## src/rtl/depar_cfg_pkg.sv

```systemverilog
// Shared constants, header layout and FSM state type for the deparser config loader.
package depar_cfg_pkg;

    localparam int unsigned HDR_RSVD_W   = 128;
    localparam int unsigned MOD_ID_W     = 8;
    localparam int unsigned RES_ID_W     = 4;
    localparam int unsigned IDX_FIELD_W  = 8;
    localparam int unsigned HDR_FIELDS_W = MOD_ID_W + RES_ID_W + IDX_FIELD_W;
    localparam int unsigned CNT_W        = IDX_FIELD_W + 1;
    localparam int unsigned STAT_W       = 16;

    // Header fields sit contiguously just below the reserved top bits.
    typedef struct packed {
        logic [MOD_ID_W-1:0]    mod_id;
        logic [RES_ID_W-1:0]    res_id;
        logic [IDX_FIELD_W-1:0] start_idx;
    } cfg_hdr_t;

    typedef enum logic [1:0] {
        IDLE = 2'd0,
        LOAD = 2'd1,
        FWD  = 2'd2,
        SKIP = 2'd3
    } cfg_state_e;

endpackage

```

## src/rtl/depar_cfg_loader_fwd.sv

```systemverilog
// One-cycle registered AXI-Stream forwarding stage; beats pass only while en is high.
module ctrl_axis_fwd_reg #(
    parameter int unsigned DATA_W = 512,
    parameter int unsigned USER_W = 128
) (
    input  logic                clk,
    input  logic                rst_n,
    input  logic                en,
    input  logic [DATA_W-1:0]   s_tdata,
    input  logic [USER_W-1:0]   s_tuser,
    input  logic [DATA_W/8-1:0] s_tkeep,
    input  logic                s_tvalid,
    input  logic                s_tlast,
    output logic [DATA_W-1:0]   m_tdata,
    output logic [USER_W-1:0]   m_tuser,
    output logic [DATA_W/8-1:0] m_tkeep,
    output logic                m_tvalid,
    output logic                m_tlast
);

    always_ff @(posedge clk or negedge rst_n) begin
        if (!rst_n) begin
            m_tdata  <= '0;
            m_tuser  <= '0;
            m_tkeep  <= '0;
            m_tvalid <= 1'b0;
            m_tlast  <= 1'b0;
        end else begin
            m_tvalid <= s_tvalid & en;
            if (s_tvalid && en) begin
                m_tdata <= s_tdata;
                m_tuser <= s_tuser;
                m_tkeep <= s_tkeep;
                m_tlast <= s_tlast;
            end
        end
    end

endmodule

```

## src/rtl/depar_cfg_loader.sv

```systemverilog
// Claims control packets addressed to MODULE_ID and turns their payload into table writes.
// Optional DEPAR_CFG_STATS_EN adds packet and entry counters.
module depar_cfg_loader
    import depar_cfg_pkg::*;
#(
    parameter int unsigned C_S_AXIS_DATA_WIDTH  = 512,
    parameter int unsigned C_S_AXIS_TUSER_WIDTH = 128,
    parameter int unsigned MODULE_ID            = 5,
    parameter int unsigned RES_COUNT            = 2,
    parameter int unsigned ENTRY_WIDTH          = 160,
    parameter int unsigned TABLE_DEPTH          = 16,
    parameter int unsigned IDX_WIDTH            = $clog2(TABLE_DEPTH)
) (
    input  logic                              clk,
    input  logic                              aresetn,
    input  logic [C_S_AXIS_DATA_WIDTH-1:0]    c_s_axis_tdata,
    input  logic [C_S_AXIS_TUSER_WIDTH-1:0]   c_s_axis_tuser,
    input  logic [C_S_AXIS_DATA_WIDTH/8-1:0]  c_s_axis_tkeep,
    input  logic                              c_s_axis_tvalid,
    input  logic                              c_s_axis_tlast,
    output logic [C_S_AXIS_DATA_WIDTH-1:0]    c_m_axis_tdata,
    output logic [C_S_AXIS_TUSER_WIDTH-1:0]   c_m_axis_tuser,
    output logic [C_S_AXIS_DATA_WIDTH/8-1:0]  c_m_axis_tkeep,
    output logic                              c_m_axis_tvalid,
    output logic                              c_m_axis_tlast,
    output logic [RES_COUNT-1:0]              cfg_wr_en,
    output logic [IDX_WIDTH-1:0]              cfg_wr_addr,
    output logic [ENTRY_WIDTH-1:0]            cfg_wr_data,
    output logic                              cfg_err_ovf,
`ifdef DEPAR_CFG_STATS_EN
    output logic [STAT_W-1:0]                 cfg_pkt_cnt,
    output logic [STAT_W-1:0]                 cfg_entry_cnt,
`endif
    output logic                              cfg_busy
);

    localparam int unsigned HDR_MSB = C_S_AXIS_DATA_WIDTH - HDR_RSVD_W - 1;

    cfg_state_e             state;
    logic [RES_ID_W-1:0]    res_q;
    logic [CNT_W-1:0]       idx_cnt;

    cfg_hdr_t hdr_c;
    logic     match_c;
    logic     res_bad_c;
    logic     fwd_en_c;

    assign hdr_c     = cfg_hdr_t'(c_s_axis_tdata[HDR_MSB -: HDR_FIELDS_W]);
    assign match_c   = (hdr_c.mod_id == MOD_ID_W'(MODULE_ID));
    assign res_bad_c = (32'(hdr_c.res_id) >= RES_COUNT);
    assign fwd_en_c  = (state == FWD) || ((state == IDLE) && !match_c);

    ctrl_axis_fwd_reg #(
        .DATA_W (C_S_AXIS_DATA_WIDTH),
        .USER_W (C_S_AXIS_TUSER_WIDTH)
    ) u_fwd (
        .clk      (clk),
        .rst_n    (aresetn),
        .en       (fwd_en_c),
        .s_tdata  (c_s_axis_tdata),
        .s_tuser  (c_s_axis_tuser),
        .s_tkeep  (c_s_axis_tkeep),
        .s_tvalid (c_s_axis_tvalid),
        .s_tlast  (c_s_axis_tlast),
        .m_tdata  (c_m_axis_tdata),
        .m_tuser  (c_m_axis_tuser),
        .m_tkeep  (c_m_axis_tkeep),
        .m_tvalid (c_m_axis_tvalid),
        .m_tlast  (c_m_axis_tlast)
    );

    // Packet FSM with registered write strobe; cfg_busy tracks entry to/exit from LOAD/SKIP.
    always_ff @(posedge clk or negedge aresetn) begin
        if (!aresetn) begin
            state       <= IDLE;
            res_q       <= '0;
            idx_cnt     <= '0;
            cfg_wr_en   <= '0;
            cfg_wr_addr <= '0;
            cfg_wr_data <= '0;
            cfg_err_ovf <= 1'b0;
            cfg_busy    <= 1'b0;
        end else begin
            cfg_wr_en <= '0;
            if (c_s_axis_tvalid) begin
                unique case (state)
                    IDLE: begin
                        if (match_c) begin
                            res_q   <= hdr_c.res_id;
                            idx_cnt <= CNT_W'(hdr_c.start_idx);
                            if (res_bad_c) begin
                                cfg_err_ovf <= 1'b1;
                                if (!c_s_axis_tlast) begin
                                    state    <= SKIP;
                                    cfg_busy <= 1'b1;
                                end
                            end else if (!c_s_axis_tlast) begin
                                state    <= LOAD;
                                cfg_busy <= 1'b1;
                            end
                        end else if (!c_s_axis_tlast) begin
                            state <= FWD;
                        end
                    end
                    LOAD: begin
                        if (idx_cnt >= CNT_W'(TABLE_DEPTH)) begin
                            cfg_err_ovf <= 1'b1;
                        end else begin
                            cfg_wr_en   <= RES_COUNT'(1) << res_q;
                            cfg_wr_addr <= idx_cnt[IDX_WIDTH-1:0];
                            cfg_wr_data <= c_s_axis_tdata[ENTRY_WIDTH-1:0];
                        end
                        // Saturate so a long packet can never wrap back into range.
                        if (idx_cnt != '1) begin
                            idx_cnt <= idx_cnt + CNT_W'(1);
                        end
                        if (c_s_axis_tlast) begin
                            state    <= IDLE;
                            cfg_busy <= 1'b0;
                        end
                    end
                    FWD: begin
                        if (c_s_axis_tlast) begin
                            state <= IDLE;
                        end
                    end
                    SKIP: begin
                        if (c_s_axis_tlast) begin
                            state    <= IDLE;
                            cfg_busy <= 1'b0;
                        end
                    end
                    default: state <= IDLE;
                endcase
            end
        end
    end

`ifdef DEPAR_CFG_STATS_EN
    logic pkt_done_c;

    assign pkt_done_c = c_s_axis_tvalid && c_s_axis_tlast &&
                        (((state == IDLE) && match_c) || (state == LOAD) || (state == SKIP));

    // Free-running wrap-around statistics.
    always_ff @(posedge clk or negedge aresetn) begin
        if (!aresetn) begin
            cfg_pkt_cnt   <= '0;
            cfg_entry_cnt <= '0;
        end else begin
            if (pkt_done_c) begin
                cfg_pkt_cnt <= cfg_pkt_cnt + STAT_W'(1);
            end
            if (|cfg_wr_en) begin
                cfg_entry_cnt <= cfg_entry_cnt + STAT_W'(1);
            end
        end
    end
`endif

endmodule

```

## config.mk

```make
export PLATFORM = sky130hd
export DESIGN_NAME = depar_cfg_loader
export DESIGN_NICKNAME = d
export VERILOG_FILES = /design/src/rtl/depar_cfg_pkg.sv /design/src/rtl/depar_cfg_loader_fwd.sv /design/src/rtl/depar_cfg_loader.sv
export SDC_FILE = /design/constraint.sdc
export NUM_CORES = 1
export LEC_CHECK = 0
export CAP_MARGIN = 20
export CORE_AREA = 5 5 607 609
export DETAILED_ROUTE_END_ITERATION = 6
export DIE_AREA = 0 0 612 614
export PLACE_DENSITY = 0.35
export RECOVER_POWER = 100
export SLEW_MARGIN = 20
export SYNTH_ARGS = -nofsm -noshare
export SYNTH_HDL_FRONTEND = slang
export SYNTH_SLANG_ARGS = --single-unit
```

## constraint.sdc

```tcl
create_clock -name clk -period 3.9 [get_ports clk]
set_clock_uncertainty 0.05 [all_clocks]
set_input_delay 0.39 -clock clk [delete_from_list [all_inputs] [get_ports clk]]
set_output_delay 0.39 -clock clk [all_outputs]
set_load 0.03 [all_outputs]
```

After elaboration in Yosys (flattened, before gate mapping) --
Cells that the tools add are included.
Operators by class: $add $sub $neg 1, $mul 0, div/mod/pow operators 0, $lt $le $gt $ge 2, eq/ne operators 12, shift-type cells 1, mux-type cells 21, bitwise gates (word level) 2, reduce and logical (&&, ||, !) cells 15
Operators with widths (number):
- 2-bit two-way mux | 9
- 9-bit two-way mux | 2
- 9-bit case mux with 2 select lines | 1
- 2-bit inequality test (second input constant) | 5
- 5-bit AND reduction | 2
- 9-bit by 1-bit adder with 9-bit output (second input constant) | 1
- 9-bit by 5-bit greater-or-equal comparator with 1-bit output (second input constant) | 1
- 9-bit inequality test (second input constant) | 1
- 3-bit AND reduction | 3
- 8-bit by 3-bit == test with 1-bit output (second input constant) | 1
- 1-bit two-way mux | 6
- 2-bit == test (second input constant) | 2
- 4-bit by 2-bit greater-or-equal comparator with 1-bit output (second input constant) | 1
- 2-bit by 1-bit inequality test with 1-bit output (second input constant) | 2
- 1-bit case mux with 2 select lines | 2
- 2-bit case mux with 2 select lines | 1
- 4-bit AND reduction | 1
- 2-bit nonzero test | 2
- 1-bit by 4-bit << shifter with 2-bit output (first input constant) | 1
- 3-bit OR reduction | 1
- 2-bit by 1-bit == test with 1-bit output (second input constant) | 1
- 1-bit logical AND | 2
- 2-bit logical NOT | 1
- 2-bit OR reduction | 1
- 4 further kinds | 4
Storage, ports and cells: bits in registers 889, bits in latches 0, memory bits (writable) 0, memory bits (read-only) 0, input bits 708, output and inout bits 874, word-level logic and storage cells 67, memories kept 0

Logic depth before layout (Yosys ltp) --
word-level depth 5, depth in mapped cells 9, depth with buffers taken out 9

Modules after synthesis --
A second synthesis with hierarchy kept.
Second synthesis, totals: cell total of the unflattened synthesis 1958, area total of the unflattened synthesis 35235.0 um^2
Modules (own cells, without submodules):
- ctrl_axis_fwd_reg | instances 1, cells an instance 1491, area an instance 27535.2 um^2, sequential area each 17666.9 um^2
- depar_cfg_loader | instances 1, cells an instance 467, area an instance 7699.9 um^2, sequential area each 4579.4 um^2

Worst setup path after synthesis --
No wires, ideal clock.
kind reg2reg, start point register idx_cnt[0], end point register idx_cnt[7], library setup time 0.126 ns, data arrival time 1.898 ns, required time 3.724 ns, path slack 1.826 ns, cell stages (with the launch flop) 9, path buffers 0, clock period less this slack 2.074 ns, cells stage by stage dfrtp_1 ha_1 and3_1 nand3_1 nor2_1 ha_1 nor4bb_1 nor2_1 o32a_1
On the way: word-level cells in the longest chain between the ends 3, elaborated cells on any way between the ends 6, those cells by class add/sub (1); eq/ne (2); mux (2); reduce/logical (1)
Ends and longest elaborated chain:
- start: declaration | RTL line depar_cfg_loader.sv:41 | logic [CNT_W-1:0] idx_cnt;
- start signal: assignment | RTL line depar_cfg_loader.sv:90 | idx_cnt <= CNT_W'(hdr_c.start_idx);
- start signal: assignment | RTL line depar_cfg_loader.sv:115 | idx_cnt <= idx_cnt + CNT_W'(1);
- 9-bit by 1-bit adder with 9-bit output or 9-bit inequality test (tied branches) | RTL line depar_cfg_loader.sv:115, depar_cfg_loader.sv:114
- 9-bit two-way mux or 2-bit inequality test (tied branches)
- 9-bit case mux with 2 select lines or 4-bit AND reduction (tied branches)
Parallel ways exist; a longest one is shown, timed or not. The select of a mux whose other input is x is not followed. A chain may end at the register's enable or synchronous reset.

Worst setup path in the final report --
start point input port c_s_axis_tdata[379], end point register u_fwd.m_tuser[9]
On the way: word-level cells in the longest chain between the ends 5
Ends and longest elaborated chain:
- start: declaration | RTL line depar_cfg_loader.sv:16 | input logic [C_S_AXIS_DATA_WIDTH-1:0] c_s_axis_tdata,
- 8-bit by 3-bit == test with 1-bit output | RTL line depar_cfg_loader.sv:49 | assign match_c = (hdr_c.mod_id == MOD_ID_W'(MODULE_ID));
- 1-bit logical NOT | RTL line depar_cfg_loader.sv:51 | assign fwd_en_c = (state == FWD) || ((state == IDLE) && !match_c);
- 1-bit logical AND | RTL line depar_cfg_loader.sv:51
- 1-bit logical OR | RTL line depar_cfg_loader.sv:51
- 1-bit logical AND | RTL line depar_cfg_loader_fwd.sv:30 | if (s_tvalid && en) begin
- end signal: assignment | RTL line depar_cfg_loader_fwd.sv:32 | m_tuser <= s_tuser;
- end: declaration | RTL line depar_cfg_loader_fwd.sv:15 | output logic [USER_W-1:0] m_tuser,
Every way passes these cells.

==> impl_metrics.prom <==
# TYPE chip_impl_metric gauge
chip_impl_info{name="run_status",value="complete, but fails checks"} 1
chip_impl_info{name="failed_checks",value="capacitance limit, slew limit"} 1
chip_impl_metric{name="antenna_found_initial",unit=""} 142
chip_impl_info{name="rsz0062_at_grt",value="no"} 1
chip_impl_metric{name="area_growth_syn_to_layout",unit="%"} 77.5
chip_impl_metric{name="setup_viol",unit=""} 0
chip_impl_metric{name="first_pass_grt_wire_length",unit="mm"} 302
chip_impl_metric{name="dieArea",unit="um^2"} 376000
chip_impl_metric{name="drt-vias-per-instance",unit=""} 2.87
chip_impl_metric{name="global_route.overflow_total",unit=""} 0
chip_impl_info{name="clock-root-buffer",value="clkbuf_16"} 1
chip_impl_info{name="cts_tree",value="done"} 1
chip_impl_info{name="ys.flop_type",value="dfrtp_1"} 1
chip_impl_metric{name="max-clock-path-buffers",unit=""} 4
chip_impl_metric{name="slew_viol_final",unit=""} 39
chip_impl_metric{name="combPwrFrac",unit="%"} 20.0
chip_impl_metric{name="clkTransAtPathRegs",unit="ps"} 60
chip_impl_metric{name="sw_frac_of_total",unit="%"} 30.6
chip_impl_info{name="crit_top_cell",value="dlygate4sd3_1"} 1
chip_impl_metric{name="final_antenna_net_count",unit=""} 0
chip_impl_metric{name="grt_use_total",unit="%"} 12.1
chip_impl_metric{name="place_hpwl",unit="mm"} 204
chip_impl_metric{name="die_width",unit="um"} 612
chip_impl_metric{name="drcViolationCount",unit=""} 0
chip_impl_metric{name="avgSynthCellArea",unit="um^2"} 17.6
chip_impl_metric{name="port_buffers",unit=""} 1581
chip_impl_metric{name="power.sequential.fraction",unit="%"} 37.9
chip_impl_metric{name="cts_hold_buf",unit=""} 183
chip_impl_metric{name="cts-resized-gates",unit=""} 0
chip_impl_metric{name="grt_start_max_net_pins",unit=""} 114
chip_impl_metric{name="post-cts-setup-buffer-count",unit=""} 0
chip_impl_metric{name="worst_skew_pair.late_latency",unit="ps"} 860
chip_impl_metric{name="multi_input_area",unit="um^2"} 10400
chip_impl_info{name="critical_path_endpoint_category",value="flip-flop"} 1
chip_impl_info{name="crit_path_cell_trace",value="dlygate4sd3_1 > dlygate4sd3_1 > and4bb_1 > nand2_1 > o21a_1 > buf_12 > clkbuf_4 > mux2_1"} 1
chip_impl_metric{name="timing.fmax",unit="MHz"} 301
chip_impl_metric{name="tightestPinTransition",unit="ps"} 2300
chip_impl_metric{name="finalCriticalPeriod",unit="ps"} 3320
chip_impl_metric{name="syn-instance-count",unit=""} 1951
chip_impl_info{name="setup.worst_path.start_class",value="input port"} 1
chip_impl_metric{name="final_cells",unit=""} 8728
chip_impl_metric{name="grt_pass1_vias",unit=""} 27221
chip_impl_metric{name="powerDensity",unit="nW/um^2"} 450
chip_impl_metric{name="peak_supply_drop",unit="mV"} 0.334
chip_impl_metric{name="floorplan.core_area",unit="um^2"} 362000
chip_impl_metric{name="final.hold.worst_slack",unit="ps"} 114
chip_impl_metric{name="final-hold-violation-count",unit=""} 0
chip_impl_metric{name="routed-via-count",unit=""} 25031
chip_impl_metric{name="netlist-cell-type-count",unit=""} 38
chip_impl_metric{name="clkPwrFrac",unit="%"} 42.1
chip_impl_info{name="layout_common_cells",value="dlygate4sd3_1 (1048), dfrtp_1 (889), mux2_1 (857), clkdlybuf4s50_1 (705), clkbuf_16 (124)"} 1
chip_impl_metric{name="cell_area_placed",unit="um^2"} 56300
chip_impl_metric{name="synth.ff_latch_count",unit=""} 889
chip_impl_metric{name="detail_route.first_pass.iterations",unit=""} 5
chip_impl_metric{name="timing.critical_path.arrival",unit="ps"} 3980
chip_impl_metric{name="crit_path_max_incr_delay",unit="ps"} 650
chip_impl_metric{name="timing.setup.tns",unit="ps"} 0
chip_impl_metric{name="yosys_warnings",unit=""} 0
chip_impl_metric{name="die-height",unit="um"} 614
chip_impl_info{name="hp-class",value="in -> reg"} 1
chip_impl_metric{name="num_cts_buffers",unit=""} 124
chip_impl_metric{name="synth.cell_area",unit="um^2"} 34400
chip_impl_info{name="crit_type",value="in -> reg"} 1
chip_impl_metric{name="static-leakage-power",unit="nW"} 25.0
chip_impl_metric{name="wl_per_cell",unit="um"} 27.3
chip_impl_metric{name="fp-row-count",unit=""} 221
chip_impl_metric{name="timing.max_slew.rel_slack",unit="%"} -53.5
chip_impl_metric{name="final_layout_size_suffix_gt1_share",unit="%"} 6.17
chip_impl_metric{name="fill_cells",unit=""} 39915
chip_impl_metric{name="cts_sinks",unit=""} 889
chip_impl_info{name="layout.cells.most_common",value="dlygate4sd3_1"} 1
chip_impl_metric{name="dp.cells",unit=""} 8293
chip_impl_metric{name="place.gp.congestion",unit=""} 0.813
chip_impl_metric{name="seq_area_frac_synth",unit="%"} 64.7
chip_impl_metric{name="register_area",unit="um^2"} 22200
chip_impl_metric{name="synthesis.nets",unit=""} 2662
chip_impl_metric{name="drt_wl_total",unit="mm"} 238
chip_impl_metric{name="num_io_pins",unit=""} 1582
chip_impl_metric{name="switchingPower",unit="mW"} 8.41
chip_impl_metric{name="critPathRequiredTime",unit="ps"} 4560
chip_impl_metric{name="detail_route.iter0.violations",unit=""} 947
chip_impl_metric{name="num-nets-final",unit=""} 4519
chip_impl_info{name="cpMaxStageDelayCell",value="o21a_1"} 1
chip_impl_metric{name="timing.critical_path.fanout_max",unit=""} 39
chip_impl_metric{name="asyncSetResetFlopFracSynth",unit="%"} 100
chip_impl_metric{name="h-tree-depth",unit=""} 3
chip_impl_metric{name="post_synth_edffs",unit=""} 0
chip_impl_metric{name="initial_utilization",unit="%"} 9.51
chip_impl_metric{name="internal_power",unit="mW"} 19.1
chip_impl_metric{name="max_cap_violations",unit=""} 2
chip_impl_metric{name="final_design_area_no_fill",unit="um^2"} 61000
chip_impl_metric{name="fin_crit_sh",unit="%"} 85.2
-- through the flow --
| step | power (mW) | utilization (%) | setup WS [ps] |
|---|---|---|---|
| floorplan | 13.1 | - | 1830 |
| global placement | 16.7 | 15.6 | 47.3 |
| detailed placement | 16.7 | 15.6 | 600 |
| CTS | 28.9 | 17.2 | 908 |
| global route | 28.7 | 16.9 | 447 |
| finish | 27.5 | 16.9 | 578 |
-- metal layers --
layer | global-route usage [%] | wire length [um] | vias up | share of wire (%)
met4 | 1.89 | 4820 | 36 | 2.0
met3 | 5.86 | 25600 | 339 | 11
met2 | 21.3 | 118000 | 1130 | 49
li1 | - | - | 10726 | -
met1 | 13.5 | 90000 | 12800 | 38
met5 | 0 | 249 | - | 0.10
-- worst paths after layout --
| check | start | endpoint | slack, ps | cells after the start |
|---|---|---|---|---|
| worst max-delay path | c_s_axis_tdata[379] | u_fwd.m_tuser[9] | 580 | 8 |
| worst min-delay path | c_s_axis_tdata[185] | u_fwd.m_tdata[185] | 110 | 2 |
| worst max register to register | state[0] | cfg_wr_data[7] | 710 | 4 |
| worst min register to register | res_q[0] | cfg_wr_en[0] | 400 | 1 |
| max in group asynchronous | aresetn | u_fwd.m_tuser[45] | 980 | 4 |
| min in group asynchronous | aresetn | cfg_wr_data[36] | 740 | 2 |
-- cell usage after synthesis, types with 2 or more instances --
| library cell | count | area, um^2 |
|---|---|---|
| a21oi_1 | 4 | 20.0 |
| a22oi_1 | 2 | 15.0 |
| a32oi_1 | 2 | 17.5 |
| and3_1 | 3 | 18.8 |
| buf_1 | 2 | 7.51 |
| buf_2 | 51 | 255 |
| buf_6 | 39 | 439 |
| clkbuf_1 | 9 | 33.8 |
| dfrtp_1 | 889 | 22200 |
| ha_1 | 3 | 37.5 |
| inv_1 | 6 | 22.5 |
| mux2_1 | 592 | 6670 |
| mux2_4 | 280 | 4200 |
| mux2i_1 | 3 | 30.0 |
| nand2_1 | 13 | 48.8 |
| nand2b_1 | 2 | 12.5 |
| nand3_1 | 3 | 15.0 |
| nor2_1 | 9 | 33.8 |
| nor2b_1 | 5 | 31.3 |
| nor3_1 | 5 | 25.0 |
| o21a_1 | 2 | 15.0 |
| o21ai_0 | 6 | 30.0 |
| o21ai_1 | 3 | 15.0 |
| o22ai_1 | 3 | 18.8 |
| o32a_1 | 2 | 20.0 |
-- cell families (layout without fill, tap and decap cells) --
logic type / count (synthesis) / in the layout / share of synthesized area, %
and+or+nand+nor: 48 / 48 / 0.771
muxes: 875 / 875 / 31.7
other: 0 / 28 / 0
buffers and inverters: 107 / 2062 / 2.20
DFF: 889 / 889 / 64.7
adders and majority gates: 3 / 3 / 0.109
AOI/OAI and AO/OA: 29 / 29 / 0.557
-- critical path: cells and delay by family --
| kind | cells | cell delay, ps |
|---|---|---|
| AOI/OAI and AO/OA | 1 | 650 |
| muxes | 1 | 380 |
| buffers and inverters | 4 | 2010 |
| and+or+nand+nor | 2 | 420 |
-- power by group through the flow --
stage / Sequential (mW) / Combinational (mW) / Clock (mW)
2_1_floorplan: 12.0 / 1.04 / 0
3_3_place_gp: 10.6 / 6.03 / 0
3_5_place_dp: 10.6 / 6.03 / 0
4_1_cts: 10.5 / 6.24 / 12.1
5_1_grt: 10.5 / 5.82 / 12.4
6_report: 10.4 / 5.51 / 11.6
-- area by class of cell --
cell class,instances,area share [%]
Antenna cell,28,0.115
Clock buffer,188,5.90
Clock inverter,36,0.779
Inverter,6,0.0369
Multi-Input combinational cell,955,17.1
Sequential cell,889,36.4
Tap cell,4794,9.83
Timing Repair Buffer,1832,29.8
-- sequential cells by signal, summed over array words and instances, names as in the netlist --
| name | cells |
|---|---|
| cfg_wr_data | 160 |
| u_fwd.m_tuser | 128 |
| u_fwd.m_tkeep | 64 |
| u_fwd.m_tlast | 1 |
| u_fwd.m_tvalid | 1 |
| u_fwd.m_tdata | 512 |
| cfg_err_ovf | 1 |
| res_q | 4 |
| cfg_wr_addr | 4 |
| cfg_busy | 1 |
| idx_cnt | 9 |
| cfg_wr_en | 2 |
| state | 2 |
Power figures use the tool's default switching activity.
